## src/rtl/piezo_tune_sched.sv

```systemverilog
// piezo_tune_sched
//   Picks one of three alert requesters for the single piezo tone generator
//   and plays the granted tune note by note. A repeat hold-off stops the
//   battery-low and steer-enable tunes from replaying back to back.
//
// Parameters
//   FAST_SIM   1: note durations shifted right by FAST_SHIFT, hold-off FAST_HOLD
//              0: full note durations, hold-off 150_000_000 clks
//   FAST_SHIFT right shift applied to the full durations when FAST_SIM=1
//   FAST_HOLD  hold-off length in clks when FAST_SIM=1
//
// Ports
//   clk          in   system clock
//   rst          in   asynchronous reset, active-high
//   too_fast     in   overspeed request, highest priority, level
//   batt_low     in   low-battery request, middle priority, level
//   en_steer     in   steer-enabled request, lowest priority, level
//   note_period  out  tone period in clks of the current note, 0 = silence
//   note_strobe  out  1-clk pulse on the first cycle of every new note
//   tune_id      out  0 none, 1 too_fast, 2 batt_low, 3 en_steer
//   busy         out  state is PLAY or HOLD
//   dbg_state    out  FSM state (0 IDLE, 1 PLAY, 2 HOLD)
module piezo_tune_sched #(
    parameter int FAST_SIM   = 1,
    parameter int FAST_SHIFT = 9,
    parameter int FAST_HOLD  = 5000
) (
    input  logic        clk,
    input  logic        rst,
    input  logic        too_fast,
    input  logic        batt_low,
    input  logic        en_steer,
    output logic [14:0] note_period,
    output logic        note_strobe,
    output logic [1:0]  tune_id,
    output logic        busy,
    output logic [1:0]  dbg_state
);

    localparam int          SHIFT     = (FAST_SIM != 0) ? FAST_SHIFT : 0;
    localparam logic [27:0] HOLD_LOAD = (FAST_SIM != 0) ? 28'(FAST_HOLD) : 28'd150_000_000;

    localparam logic [1:0] S_IDLE = 2'd0;
    localparam logic [1:0] S_PLAY = 2'd1;
    localparam logic [1:0] S_HOLD = 2'd2;

    localparam logic [1:0] T_NONE  = 2'd0;
    localparam logic [1:0] T_FAST  = 2'd1;
    localparam logic [1:0] T_BATT  = 2'd2;
    localparam logic [1:0] T_STEER = 2'd3;

    function automatic logic [14:0] rom_period(input logic [2:0] idx);
        case (idx)
            3'd0:    rom_period = 15'd31888;
            3'd1:    rom_period = 15'd23890;
            3'd2:    rom_period = 15'd18961;
            3'd3:    rom_period = 15'd15944;
            3'd4:    rom_period = 15'd18961;
            3'd5:    rom_period = 15'd15944;
            default: rom_period = 15'd0;
        endcase
    endfunction

    function automatic logic [24:0] rom_dur(input logic [2:0] idx);
        logic [24:0] full;
        case (idx)
            3'd3:    full = 25'h0C0_0000;
            3'd4:    full = 25'h040_0000;
            3'd5:    full = 25'h100_0000;
            default: full = 25'h080_0000;
        endcase
        rom_dur = full >> SHIFT;
    endfunction

    logic [1:0]  r_state;
    logic [2:0]  r_idx;
    logic [1:0]  r_tune;
    logic [24:0] r_dur;
    logic [27:0] r_hold;
    logic [14:0] r_period;
    logic        r_strobe;

    logic [1:0]  w_state_nx;
    logic [2:0]  w_idx_nx;
    logic [1:0]  w_tune_nx;
    logic        w_start;
    logic        w_load_hold;
    logic        w_hold_zero;
    logic        w_last;
    logic [2:0]  w_idx_adv;
    logic [24:0] w_dur_nx;
    logic [27:0] w_hold_nx;
    logic [14:0] w_period_nx;
    logic        w_strobe_nx;

    assign w_hold_zero = (r_hold == 28'd0);

    // batt_low walks the ROM backwards; the other two walk forwards.
    always_comb begin
        w_last    = (r_idx == 3'd5);
        w_idx_adv = r_idx + 3'd1;
        case (r_tune)
            T_FAST: w_last = (r_idx == 3'd2);
            T_BATT: begin
                w_last    = (r_idx == 3'd0);
                w_idx_adv = r_idx - 3'd1;
            end
            default: ;
        endcase
    end

    // Next-state process.
    always_comb begin
        w_state_nx  = r_state;
        w_idx_nx    = r_idx;
        w_tune_nx   = r_tune;
        w_start     = 1'b0;
        w_load_hold = 1'b0;
        case (r_state)
            S_IDLE: begin
                if (too_fast) begin
                    w_state_nx = S_PLAY; w_tune_nx = T_FAST;  w_idx_nx = 3'd0; w_start = 1'b1;
                end else if (batt_low && w_hold_zero) begin
                    w_state_nx = S_PLAY; w_tune_nx = T_BATT;  w_idx_nx = 3'd5; w_start = 1'b1;
                end else if (en_steer && w_hold_zero) begin
                    w_state_nx = S_PLAY; w_tune_nx = T_STEER; w_idx_nx = 3'd0; w_start = 1'b1;
                end
            end
            S_PLAY: begin
                if (too_fast && r_tune != T_FAST) begin
                    // Overspeed aborts a lower tune without arming the hold-off.
                    w_tune_nx = T_FAST; w_idx_nx = 3'd0; w_start = 1'b1;
                end else if (r_dur == 25'd0) begin
                    if (!w_last) begin
                        w_idx_nx = w_idx_adv; w_start = 1'b1;
                    end else if (r_tune == T_FAST && too_fast) begin
                        w_idx_nx = 3'd0; w_start = 1'b1;
                    end else if (r_tune == T_FAST) begin
                        w_state_nx = S_IDLE; w_tune_nx = T_NONE;
                    end else begin
                        w_state_nx = S_HOLD; w_tune_nx = T_NONE; w_load_hold = 1'b1;
                    end
                end
            end
            S_HOLD: begin
                if (too_fast) begin
                    w_state_nx = S_PLAY; w_tune_nx = T_FAST; w_idx_nx = 3'd0; w_start = 1'b1;
                end else if (r_hold <= 28'd1) begin
                    // Leave on the same edge the hold-off counter reaches 0.
                    w_state_nx = S_IDLE;
                end
            end
            default: begin
                w_state_nx = S_IDLE; w_tune_nx = T_NONE;
            end
        endcase
    end

    // Output process: next values of the registered outputs and counters.
    always_comb begin
        w_strobe_nx = w_start;
        w_period_nx = 15'd0;
        w_dur_nx    = 25'd0;
        if (w_start) begin
            w_period_nx = rom_period(w_idx_nx);
            w_dur_nx    = rom_dur(w_idx_nx) - 25'd1;
        end else if (w_state_nx == S_PLAY) begin
            w_period_nx = r_period;
            w_dur_nx    = (r_dur != 25'd0) ? r_dur - 25'd1 : 25'd0;
        end
        if (w_load_hold)
            w_hold_nx = HOLD_LOAD;
        else if (!w_hold_zero)
            w_hold_nx = r_hold - 28'd1;
        else
            w_hold_nx = 28'd0;
    end

    // State register process.
    always_ff @(posedge clk or posedge rst) begin
        if (rst) begin
            r_state  <= S_IDLE;
            r_idx    <= 3'd0;
            r_tune   <= T_NONE;
            r_dur    <= 25'd0;
            r_hold   <= 28'd0;
            r_period <= 15'd0;
            r_strobe <= 1'b0;
        end else begin
            r_state  <= w_state_nx;
            r_idx    <= w_idx_nx;
            r_tune   <= w_tune_nx;
            r_dur    <= w_dur_nx;
            r_hold   <= w_hold_nx;
            r_period <= w_period_nx;
            r_strobe <= w_strobe_nx;
        end
    end

    assign note_period = r_period;
    assign note_strobe = r_strobe;
    assign tune_id     = r_tune;
    assign busy        = (r_state != S_IDLE);
    assign dbg_state   = r_state;

endmodule

```

## config.mk

```make
export PLATFORM = sky130hd
export DESIGN_NAME = piezo_tune_sched
export DESIGN_NICKNAME = d
export VERILOG_FILES = /design/src/rtl/piezo_tune_sched.sv
export SDC_FILE = /design/constraint.sdc
export NUM_CORES = 1
export LEC_CHECK = 0
export ABC_AREA = 1
export BUFFER_PORTS_ARGS = -buffer_cell sky130_fd_sc_hd__buf_4
export CORE_ASPECT_RATIO = 1.1
export CORE_MARGIN = 8
export CORE_UTILIZATION = 30
export DETAILED_ROUTE_END_ITERATION = 16
export PLACE_DENSITY_LB_ADDON = 0.12
export SYNTH_ARGS = -nofsm -noshare
export SYNTH_HDL_FRONTEND = slang
export SYNTH_SLANG_ARGS = --single-unit
```

## constraint.sdc

```tcl
create_clock -name clk -period 4 [get_ports clk]
set_input_delay 0.2 -clock clk [delete_from_list [all_inputs] [get_ports clk]]
set_output_delay 0.2 -clock clk [all_outputs]
set_load 0.03 [all_outputs]
```

==> results.tsv <==
stage	metric	value	unit
cts	cts_root_buf	clkbuf_16	
setup_path	crit_family	simple AND/OR/NAND/NOR gates	
sta	setup_viol	0	
synth	synth_edf_count	0	
sta	fin_crit_sh	60.4	%
synth	synth_top_family_by_area	simple AND/OR/NAND/NOR gates	
sta	whs	-15.3	ps
sta	max_freq	414	MHz
cts	htreeDepth	3	
setup_path	reg2reg_slack	1580	ps
cts	clock_path_buffers	2	
synth	synth_compound_area_share	4.76	%
routing	finalWirelength	9880	µm
setup_path	r2r_end	r_dur[14]	
cts	clock-sinks	71	
sta	tns	0	ps
layout	n_antenna_cell	0	
layout	drive_gt1_share	17.4	%
sta	finClkSkew	8.80	ps
synth	synth_fa_ha_area_share	2.26	%
global_routing	grt-ovfl-total	0	
placed_design	place_inst	734	
synth	yosysWarnings	0	
cts	ctsResizeCount	0	
synth	yosys.area_share.simple	35.5	%
setup_path	worst-setup-path-type	reg2reg	
cts	cts_buffers	9	
cts	cts_tree	built	
sta	setup_ws	1580	ps
routing	drtPass1Iterations	4	
placed_design	gp_congestion	0.796	
global_routing	grt_max_degree	41	
global_routing	grt_pass1_vias	3481	
power	p_leak	2.42	nW
run_status	violations	negative hold slack	
sta	timing.slew.headroom	52.0	%
floorplanning	die_h	140	µm
floorplanning	rows	45	
sta	worstMarginPinSlew	719	ps
floorplanning	core_area	13700	µm²
routing	route.detailed.drc	0	
synth	synthCells	530	
setup_path	crit_chain	inv_1, ha_1, nand2_1, nor2_1, nand2_2, nor2_8, nand2_4, nand2_1, nand2_1, nand2_2, nand4_4, o21ai_2, nand2_1, ha_1, o22ai_1	
floorplanning	die_w	129	µm
cts	holdBufCountCts	0	
power	peakVddDrop	0.000410	V
layout	stdcell_count	750	
global_routing	grtUsageTotal	12.0	%
layout	fin_nets	569	
setup_path	end_kind	flop	
global_routing	antenna_found_initial	0	
cts	clkTransAtPathRegs	60	ps
sta	slew_viol_final	0	
routing	via_per_inst	4.54	
synth	yosysSeqAreaShare	42.3	%
routing	drt-wirelength-per-cell	13.2	µm
synth	synthArstFlopShare	100	%
setup_path	critPathBufInv	1	
global_routing	grt_pass1_wl	17000	µm
sta	period_minus_slack	2420	ps
flow_run	drv_cap	0	
sta	rsz0062_at_grt	no	
setup_path	slowest_stage	dfrtp_1	
cts	clock_latency	340	ps
routing	drt_iter0_markers	169	
synth	synthXorXnorAreaFrac	7.92	%
power	p_per_area	494	nW/µm²
setup_path	cpMostUsedCell	nand2_1	
synth	yosysUniqueCellTypes	43	
run_status	outcome	complete, but fails checks	
floorplanning	io_pins	26	
synth	synth_ff_type	dfrtp_1	
setup_path	cp.required	4250	ps
synth	synth.area.mux_share	0	%
cts	postCtsSetupRepairBufs	0	
setup_path	max_stage_delay	390	ps
synth	syn_area	4200	µm²
placed_design	dp_slack	1590	ps
setup_path	worstReg2RegStart	r_hold[0]	
worst_hold_path	hp-class	in2async	
synth	ys_ff_latch	71	
setup_path	crit_path_start_kind	flop	
sta	hold_violations	31	
layout	area_growth	17.4	%
floorplanning	die_area	18100	µm²
setup_path	cp_max_fo	9	
routing	drtAntennaViolNets	0	
placed_design	dp_hpwl	7400	µm
floorplanning	initial_core_util	30.6	%
synth	avgSynthCellArea	7.93	µm²
setup_path	reg2reg_depth	15	
routing	vias	3406	
setup_path	worst_ep_arrival_time	2670	ps
placed_design	io_buffers	23	
power	power	2.44	mW
## cell usage after synthesis, types with 9 or more instances
master | instances | area (µm²)
nor3_1 | 10 | 50.1
inv_1 | 49 | 184
xor2_1 | 20 | 175
xnor2_1 | 18 | 158
nor2_1 | 71 | 267
a21oi_1 | 9 | 45.0
nand2_2 | 11 | 68.8
o21ai_0 | 16 | 80.1
inv_2 | 11 | 41.3
nor2_2 | 11 | 68.8
nand3_1 | 36 | 180
dfrtp_1 | 71 | 1780
nand2_1 | 125 | 469
## registers in the layout, summed over array words and instances (netlist names)
signal and count:
r_idx 3, tune_id 2, r_hold 28, dbg_state 2, r_dur 25, note_strobe 1, note_period 10
## power breakdown
| group | switching (mW) | total (mW) | internal (mW) |
|---|---|---|---|
| Combinational | 0.354 | 0.528 | 0.174 |
| Sequential | 0.0889 | 0.892 | 0.803 |
| Clock | 0.314 | 1.02 | 0.706 |
| Total | 0.756 | 2.44 | 1.68 |
## logic make-up (layout without fill, tap and decap cells)
group	Yosys count	count (layout)
xor gates and xnor gates	38	38
adders and majority gates	7	7
buffers and inverters	71	102
and+or+nand+nor	305	305
AOI/OAI and AO/OA	37	37
other	1	2
DFF	71	71
## cell usage in the layout, fill, tap and decap left out, drive strengths merged, types with 9 or more instances in the layout
master	count
buf	24
nor2	87
o21ai	24
xor2	20
xnor2	18
a21oi	9
nand4	10
inv	61
clkbuf	11
dfrtp	71
nand3	40
nor3	12
nand2	139
## metrics by stage
step           utilization [%]  instance area [µm²]
2_1_floorplan                -                 4210
3_3_place_gp              33.2                 4550
3_5_place_dp              33.2                 4550
4_1_cts                   35.9                 4930
5_1_grt                   35.9                 4930
6_report                  35.9                 4930
## layer usage
| metal | GRT usage [%] | wire (µm) | vias up |
|---|---|---|---|
| met4 | 5.45 | 233 | 0 |
| met2 | 20.2 | 4930 | 63 |
| met5 | 0 | 0 | - |
| li1 | - | - | 1728 |
| met3 | 3.19 | 371 | 12 |
| met1 | 13.8 | 4350 | 1603 |
## cell type report
| cell class | instances | area, µm² |
|---|---|---|
| Tap cell | 188 | 235 |
| Fill cell | 1454 | 8800 |
| Clock inverter | 5 | 128 |
| Clock buffer | 11 | 253 |
| Timing Repair Buffer | 24 | 180 |
| Inverter | 62 | 235 |
| Sequential cell | 71 | 1780 |
| Multi-Input combinational cell | 389 | 2130 |
## worst reg2reg max path: stages, from the launching register on
cell	delay, ps
dfrtp_1	390
inv_1	120
ha_1	170
nand2_1	70
nor2_1	140
nand2_2	100
nor2_8	170
nand2_4	70
nand2_1	90
nand2_1	70
nand2_2	80
nand4_4	130
o21ai_2	170
nand2_1	90
ha_1	280
o22ai_1	190
## worst max-delay path by stage
stage | endpoint | cells after the start | from | slack, ps
3_3_place_gp | r_dur[14] | 17 | r_hold[0] | 1520
5_1_grt | r_dur[15] | 18 | r_dur[0] | 1290
6_report | r_dur[14] | 15 | r_hold[0] | 1580
4_1_cts | r_dur[14] | 15 | r_hold[0] | 1560
2_1_floorplan | r_dur[15] | 16 | tune_id[1] | 1770
3_5_place_dp | r_dur[14] | 15 | r_hold[0] | 1590
No activity file was read; power rests on OpenSTA's default activity.
